<file path="src/rtl/font_rom_arbiter.sv">
// Font ROM arbiter: port 0 (video fetch) has priority, ports 1..N_REQ-1
// share the ROM round-robin; read data returns ROM_LAT+1 cycles after gnt.
// Ports: clk, rst_n (sync, active-low), req/addr per port, gnt/rvalid
// one-hot, rdata shared, rom_clk/rom_addr/rom_q to the ROM.
// Optional macro FONT_ROM_ARB_STARVE_GUARD_EN: after MAX_STREAK port-0
// grants with others pending, one grant is forced to the round-robin winner.
module font_rom_arbiter #(
  parameter int ADDR_SIZE  = 7,
  parameter int FNT_W      = 4,
  parameter int N_REQ      = 3,
  parameter int ROM_LAT    = 2,
  parameter int MAX_STREAK = 8
) (
  input  logic                       clk,
  input  logic                       rst_n,
  input  logic [N_REQ-1:0]           req,
  input  logic [N_REQ*ADDR_SIZE-1:0] addr,
  output logic [N_REQ-1:0]           gnt,
  output logic [N_REQ-1:0]           rvalid,
  output logic [FNT_W-1:0]           rdata,
  output logic                       rom_clk,
  output logic [ADDR_SIZE-1:0]       rom_addr,
  input  logic [FNT_W-1:0]           rom_q
);

  localparam int PW = $clog2(N_REQ);

  logic [PW-1:0]        rr_ptr;
  logic [PW-1:0]        ptr_nxt;
  logic [N_REQ-1:0]     gnt_nxt;
  logic [ADDR_SIZE-1:0] addr_nxt;
  logic [N_REQ-1:0]     rr_win;
  logic                 rr_hit;
  logic [PW-1:0]        rr_idx;
  logic                 others;
  logic                 force_rr;
  logic [N_REQ-1:0]     pv [ROM_LAT];

  assign rom_clk = clk;
  assign others  = |req[N_REQ-1:1];

  // Port visited at offset i of the scan starting at rr_ptr, skipping 0.
  function automatic int rr_port(input int p, input int i);
    return ((p - 1 + i) % (N_REQ - 1)) + 1;
  endfunction

  function automatic logic [PW-1:0] wrap_next(input int k);
    return (k >= N_REQ - 1) ? PW'(1) : PW'(k + 1);
  endfunction

  always_comb begin
    rr_win = '0;
    rr_hit = 1'b0;
    rr_idx = rr_ptr;
    for (int i = 0; i < N_REQ - 1; i++) begin
      if (!rr_hit && req[rr_port(int'(rr_ptr), i)]) begin
        rr_hit = 1'b1;
        rr_win[rr_port(int'(rr_ptr), i)] = 1'b1;
        rr_idx = PW'(rr_port(int'(rr_ptr), i));
      end
    end
  end

`ifdef FONT_ROM_ARB_STARVE_GUARD_EN
  localparam int SW = $clog2(MAX_STREAK + 1);

  logic [SW-1:0] streak;

  assign force_rr = (streak == SW'(MAX_STREAK)) && others;

  always_ff @(posedge clk) begin
    if (!rst_n)
      streak <= '0;
    else if (gnt_nxt[0] && others)
      streak <= streak + SW'(1);
    else
      streak <= '0;
  end
`else
  assign force_rr = 1'b0;
`endif

  always_comb begin
    gnt_nxt  = '0;
    addr_nxt = rom_addr;
    ptr_nxt  = rr_ptr;
    if (req[0] && !force_rr) begin
      gnt_nxt[0] = 1'b1;
      addr_nxt   = addr[0 +: ADDR_SIZE];
    end else if (rr_hit) begin
      gnt_nxt  = rr_win;
      addr_nxt = addr[int'(rr_idx)*ADDR_SIZE +: ADDR_SIZE];
      ptr_nxt  = wrap_next(int'(rr_idx));
    end
  end

  always_ff @(posedge clk) begin
    if (!rst_n) begin
      gnt      <= '0;
      rom_addr <= '0;
      rr_ptr   <= PW'(1);
      rvalid   <= '0;
      rdata    <= '0;
      for (int i = 0; i < ROM_LAT; i++)
        pv[i] <= '0;
    end else begin
      gnt      <= gnt_nxt;
      rom_addr <= addr_nxt;
      rr_ptr   <= ptr_nxt;
      pv[0]    <= gnt;
      for (int i = 1; i < ROM_LAT; i++)
        pv[i] <= pv[i-1];
      rvalid <= pv[ROM_LAT-1];
      if (|pv[ROM_LAT-1])
        rdata <= rom_q;
    end
  end

endmodule

</file>
<file path="config.mk">
export PLATFORM = sky130hd
export DESIGN_NAME = font_rom_arbiter
export DESIGN_NICKNAME = d
export VERILOG_FILES = /design/src/rtl/font_rom_arbiter.sv
export SDC_FILE = /design/constraint.sdc
export NUM_CORES = 1
export LEC_CHECK = 0
export ABC_AREA = 1
export CAP_MARGIN = 5
export CELL_PAD_IN_SITES_DETAIL_PLACEMENT = 0
export CELL_PAD_IN_SITES_GLOBAL_PLACEMENT = 1
export CORE_MARGIN = 8
export CORE_UTILIZATION = 31
export CTS_CLUSTER_DIAMETER = 60
export DETAILED_ROUTE_END_ITERATION = 16
export GPL_ROUTABILITY_DRIVEN = 0
export PLACE_DENSITY_LB_ADDON = 0.1
export RECOVER_POWER = 100
export SYNTH_ARGS = -nofsm -noshare
export SYNTH_HDL_FRONTEND = slang
export SYNTH_SLANG_ARGS = --single-unit
export TNS_END_PERCENT = 20
</file>
<file path="constraint.sdc">
create_clock -name clk -period 2.5 [get_ports clk]
set_input_delay 0.5 -clock clk [delete_from_list [all_inputs] [get_ports clk]]
set_output_delay 0.5 -clock clk [all_outputs]
set_load 0.01 [all_outputs]
</file>
* Word level (Yosys, flattened, before mapping)
Memory sizes are Yosys's and may differ from the RTL's. Cells that the tools add are included.
Operators by class: add/subtract/negate cells 5, $mul 1, reduce and logical (&&, ||, !) cells 8, shifts and indexed selects 1, bitwise gates (word level) 8, mux-type cells 25, magnitude comparators 5
Operators by type and width (number):
- $ge 32x1->1 const B | 2
- $lt 32x4->1 const B | 2
- $shiftx 21x6->7 | 1
- $mux 7 | 2
- $mux 1 | 12
- $mux 3 | 4
- $add 2x2->3 const B | 2
- $mux 2 | 3
- $reduce_or 3->1 | 2
- $mul 2x3->5 const B | 1
- $add 3x2->4 const B | 1
- $bmux 1 s2 | 2
- $demux 1 s2 | 2
- $logic_and 1x1->1 | 3
- $not 1->1 | 3
- $or 3x3->3 | 1
- $sub 2x1->3 const B | 1
- $add 2x1->2 const B | 1
- $and 1x1->1 | 2
- $ge 2x2->1 const B | 1
- $or 1x1->1 | 2
- $reduce_and 2->1 | 1
- $reduce_bool 2->1 | 1
- $logic_not 1->1 | 1
Storage, ports and cells: memories kept 1, logic and storage cells 60, memory bits (writable) 6, bits in registers 19, output and inout bits 18, input port bits 30
Memories:
- pv | words 2, bits a word 3, read ports 2, clocked after Yosys merged registers in 0, write ports 2, line 37 | logic [N_REQ-1:0] pv [ROM_LAT];

* Logic depth before layout (Yosys ltp)
Gate-level depths: netlist of run 1.
depth in word-level cells 14, gate-level depth with buffers 11, depth with buffers taken out 11

==> out/results.txt, run 1 <==
Slew Viols, Final -> 0
First-pass GRT wire length -> 5680 um
Worst EP arrival -> 1.95 ns
Post-CTS Setup Inserts -> 0
Worst setup path startpoint -> clk
R2r worst-path depth -> 7
Post-cts resize count -> 0
Area grow syn2layout -> 47.4%
Critical Path End -> rom_clk
Yosys warning count -> 0
Post-Route WL -> 3430 um
CP Max Fanout -> 2
Num ports -> 48
RSZ-0062 raised after global routing -> no
CTS tree -> yes
Final hold violations -> 0
Mapped Area -> 1210 um2
Setup violators final -> 0
Top_reg_cell synth -> dfxtp_1
Total track usage -> 0.118
Max-Cap Viols -> 0
Seq/Total Area, Yosys -> 0.414
DIE HEIGHT -> 78.4 um
Core area -> 3720 um2
Synth top area share -> 0.414
Initial DRC Count -> 50
Pre-Repair DR Iteration Count -> 4
Fillers -> 384
Peak supply drop -> 195 uV
R2R Setup Slk -> 0.66 ns
Top-count cell post-synth -> nand2_1
Cells after synthesis -> 172
Cell row count -> 22
Netlist cell types -> 23
Main area contributors after synthesis -> dfxtp_1, nand2_1, nand3_1
Reg2Reg Capture Point -> rom_addr[1]
Antenna violations before repair -> 0
Status -> finished, final reports clean
Asr flop ratio synth -> 0
# hold bufs at CTS -> 0
Wire per inst -> 12.7 um
Kind of critical path -> clk2out
Initial Utilization -> 0.325
Overflow after GRT -> 0
Power, Total -> 0.00104 W
Post-Syn Nets -> 202
Number of flops mapped to enable cells by yosys -> 0
Setup Skew -> 0.0103 ns
Via/cell ratio -> 4.51
Hold Startpoint -> pv[0][1]
FF-to-FF Start -> rr_ptr[0]
Pleak -> 0.874 nW
Total number of vias -> 1,221
DRC errors left -> 0
Worst-Margin Slew -> 0.602 ns
CTS clock-pin slew for the worst setup and hold paths -> 0.10 ns
CP startpoint kind -> clock port
Fraction of layout cells with a size suffix above 1 -> 0.0717
Critical path endpoint category -> primary output
Port Buffers -> 47
Net count reported at finish -> 254
Leading area contributor after synthesis -> dfxtp_1
Slew margin rel. -> 0.597
HPWL Detailed -> 2680 um
Largest net degree at the start of global routing -> 17
Worst-Skew Late Latency -> 0.38 ns
Flops & latches, synth -> 25
Synth top cells by count -> nand2_1, dfxtp_1, inv_1, nand3_1, nor2_1
Power per cell area -> 582 nW/um2
Worst Path Required -> 2.00 ns
Area of the die -> 6150 um2
Setup tns final -> 0 ns
Vias in the first global route -> 1,228
Routed Antenna Nets -> 0
Antenna Cells -> 0
Die Span X -> 78.4 um
Hold crit path type -> reg2reg
Avg Cell Area, Syn -> 7.03 um2
-- cell usage in the layout, fill, tap and decap left out, drive strengths merged --
master,Yosys,final
nand2,48,48
nor2,21,21
o21ai,8,8
clkbuf,1,7
nand3,21,21
a311oi,1,1
nand4,1,1
clkdlybuf4s50,0,28
a21oi,17,17
dlymetal6s2s,0,1
nor3,1,1
dfxtp,25,25
dlygate4sd3,0,19
inv,24,25
-- worst min-delay path by stage --
stage | slack [ns] | cells after the start | endpoint
4_1_cts | 0.42 | 2 | pv[0][4]
6_report | 0.42 | 2 | pv[0][4]
3_5_place_dp | 0.40 | 2 | pv[0][4]
2_1_floorplan | 0.39 | 2 | pv[0][3]
3_3_place_gp | 0.39 | 2 | pv[0][3]
5_1_grt | 0.44 | 2 | pv[0][5]
-- per-stage QoR --
step                      hold WS [ns]   util  setup slack (ns)  std cells  area, um2
final                            0.422  0.479            0.0485        271       1780
after global routing             0.439  0.479            0.0255        271       1780
after CTS                        0.424  0.486            0.0540        271       1810
after detailed placement         0.402  0.462             0.246        264       1720
after global placement           0.394  0.462             0.294        264       1720
after floorplan                  0.390      -             0.631        172       1210
-- kinds of logic after synthesis --
kind of cell,count (synthesis),share of synthesized area
flops,25,0.414
simple gates,92,0.353
buf+inv,29,0.107
compound gates,26,0.126
-- metal layers --
metal | vias to the layer above | track usage | routed length, um
met5 | - | 0 | 0
met4 | 0 | 0.0611 | 60
met1 | 528 | 0.123 | 1460
met3 | 8 | 0.0649 | 312
li1 | 646 | - | -
met2 | 39 | 0.188 | 1600
-- final cells by class --
type	instances	area (um2)	share of cell area
repair buffers	48	468	0.263
well taps	48	60.1	0.0337
inverters	24	90.1	0.0506
flip-flops and latches	25	500	0.281
clock inverters	1	8.76	0.00492
multi-input cells	118	563	0.316
clock buffers	7	91.3	0.0513
-- power by group --
group	internal, W	total (W)	switching, W	leakage [nW]
registers	0.000419	0.000429	0.0000109	0.205
logic	0.0000980	0.000204	0.000106	0.612
clock network	0.000233	0.000403	0.000170	0.0574
total	0.000750	0.00104	0.000287	0.874
-- worst max-delay path, stage by stage --
cell,delay (ns)
clkbuf_8,0.10
dlymetal6s2s_1,0.12
clkdlybuf4s50_1,0.47
-- flip-flops by register name (all words and copies together), names as in the netlist --
signal,count
rr_ptr,2
pv,6
rom_addr,7
rvalid,3
gnt,3
rdata,4
Note: power is estimated with default switching activity, not from simulation.
==> run 2: changes to the inputs <==
Settings changed: ABC_AREA 1 to 0.
==> run 2 against run 1 <==
Wire length shrank 24%. Power shrank 17%. Combinational power shrank 30%. Non-clock buffer count shrank 1. Critical endpoint unchanged. Largest power group unchanged. Highest routed layer unchanged.
==> out/results.txt, run 2 <==
Adder-Cell Fraction of Synth Area -> 0
Top-count cell post-synth -> dfxtp_1
Initial Utilization -> 0.315
HPWL Detailed -> 2110 um
CTS clock-pin slew for the worst setup and hold paths -> 0.14 ns
Max FFs per register -> 7
Worst-Skew Late Latency -> 0.41 ns
Largest net degree at the start of global routing -> 16
Routed Antenna Nets -> 0
Status -> finished, final reports clean
Area of the die -> 5400 um2
Cell Count, Final, Fillers Out -> 203
Critical path endpoint category -> primary output
Avg Cell Area, Syn -> 9.32 um2
Max-Cap Viols -> 0
Cells after synthesis -> 110
Cell row count -> 21
Die Span X -> 73.5 um
Largest regs -> rom_addr x7, pv x6, rdata x4
Synth top area share -> 0.488
Port Buffers -> 47
Power per cell area -> 551 nW/um2
Pleak -> 0.661 nW
Crit-path leading delay family -> buffers and inverters
Asr flop ratio synth -> 0
Total track usage -> 0.101
Synth top cells by count -> dfxtp_1, and2_1, nand2_1, nor2_1, nor2b_1
RSZ-0062 raised after global routing -> no
DIE HEIGHT -> 73.5 um
Wire per inst -> 12.9 um
Total number of vias -> 934
Most frequent cells in the layout -> clkdlybuf4s50_1, dfxtp_1, dlygate4sd3_1, nand2_1
CP startpoint kind -> clock port
Area grow syn2layout -> 52.6%
Mux share of post-synthesis cell area -> 0.0488
Worst path bufs/invs -> 3
Number of flops mapped to enable cells by yosys -> 0
Fraction of layout cells with a size suffix above 1 -> 0.0510
# hold bufs at CTS -> 0
Hold crit path type -> reg2reg
CP Max Fanout -> 2
Vias in the first global route -> 964
Core area -> 3260 um2
Final hold violations -> 0
Post-Route WL -> 2620 um
Setup tns final -> 0 ns
Antenna violations before repair -> 0
Util after Layout -> 0.480
WHS -> 0.448 ns
Leading area contributor after synthesis -> dfxtp_1
Top_reg_cell synth -> dfxtp_1
Worst EP arrival -> 1.94 ns
Net count reported at finish -> 188
Peak supply drop -> 212 uV
Worst-Margin Slew -> 0.546 ns
Kind of critical path -> clk2out
Post-cts resize count -> 0
Antenna Cells -> 0
Flops & latches, synth -> 25
Main area contributors after synthesis -> dfxtp_1, and2_1, mux2i_1
First-pass GRT wire length -> 4290 um
Mapped Area -> 1020 um2
Synth Area in XOR/XNOR -> 0
Setup Skew -> 0.00497 ns
Setup violators final -> 0
Worst Path Required -> 2.00 ns
Slew margin rel. -> 0.636
Post-Syn Nets -> 140
Post-CTS Setup Inserts -> 0
Seq/Total Area, Yosys -> 0.488
Critical-path top delay cell -> clkdlybuf4s50_1
Overflow after GRT -> 0
Biggest register -> rom_addr
Most Frequent Cell on Critical Path -> clkbuf_4
Via/cell ratio -> 4.60
Simple-Gate Fraction of Synth Area -> 0.208
Most common cell after layout, fill and taps aside -> clkdlybuf4s50_1
Initial DRC Count -> 29
Critical path cell sequence -> clkbuf_4 -> clkbuf_4 -> clkdlybuf4s50_1
Netlist cell types -> 30
Synth Area in Compound Gates -> 0.197
DRC errors left -> 0
Largest family of logic cells by synthesized area -> simple AND/OR/NAND/NOR gates
Num ports -> 48
Inst Count DP -> 196
Critical path's largest stage delay -> 0.47 ns
Slew Viols, Final -> 0
Yosys warning count -> 0
Pre-Repair DR Iteration Count -> 4
CTS tree -> yes
run 2: cell types whose count changed after synthesis, moves of 6 or more:
cell,delta
a21oi_1,-11
and2_1,+10
inv_1,-18
nand2_1,-36
nand3_1,-19
nor2_1,-13
nor2b_1,+6
run 2: where the power goes:
group	switching, W	internal [W]	leakage [nW]
registers	0.0000150	0.000419	0.205
logic	0.0000572	0.0000856	0.424
clock network	0.000145	0.000141	0.0317
run 2: stage by stage:
stage               power (W)  setup WS, ns  cell area, um2
floorplan            0.000538         0.631            1020
global placement     0.000636         0.301            1520
detailed placement   0.000636         0.301            1520
CTS                  0.000886        0.0514            1570
global route         0.000917        0.0339            1560
finish               0.000862        0.0609            1560
run 2: worst paths after layout:
check        cells after the start  slack, ns           to  startpoint
max                              3       0.06      rom_clk         clk
min                              1       0.45     pv[0][4]    pv[0][1]
max reg2reg                      4       1.11  rom_addr[0]   rr_ptr[1]
min reg2reg                      1       0.45     pv[0][4]    pv[0][1]
run 2: cell families (layout without fill, tap and decap cells):
family / Yosys count / after routing
AOI/OAI and AO/OA: 29 / 29
buffers and inverters: 12 / 59
muxes: 5 / 5
and+or+nand+nor: 39 / 39
DFF: 25 / 25
run 2: metal layers:
metal / global-route usage / routed length, um / share of wire
met2: 0.164 / 1210 / 0.46
met3: 0.0518 / 236 / 0.090
met1: 0.109 / 1150 / 0.44
met4: 0.0355 / 17 / 0.0065
met5: 0 / 0 / 0
run 2: worst reg2reg max path: cells and delay by family (launching register included):
family          cells  cell delay (ns)
compound gates      2             0.32
flops               1             0.55
simple gates        2             0.40
run 2: final cells by class:
class | count | area, um2
fill | 348 | 1690
sequential | 25 | 500
multi-input combinational | 73 | 464
timing repair buffer | 47 | 464
tap | 46 | 57.6
clock buffer | 7 | 55.1
inverter | 4 | 15.0
clock inverter | 1 | 7.51
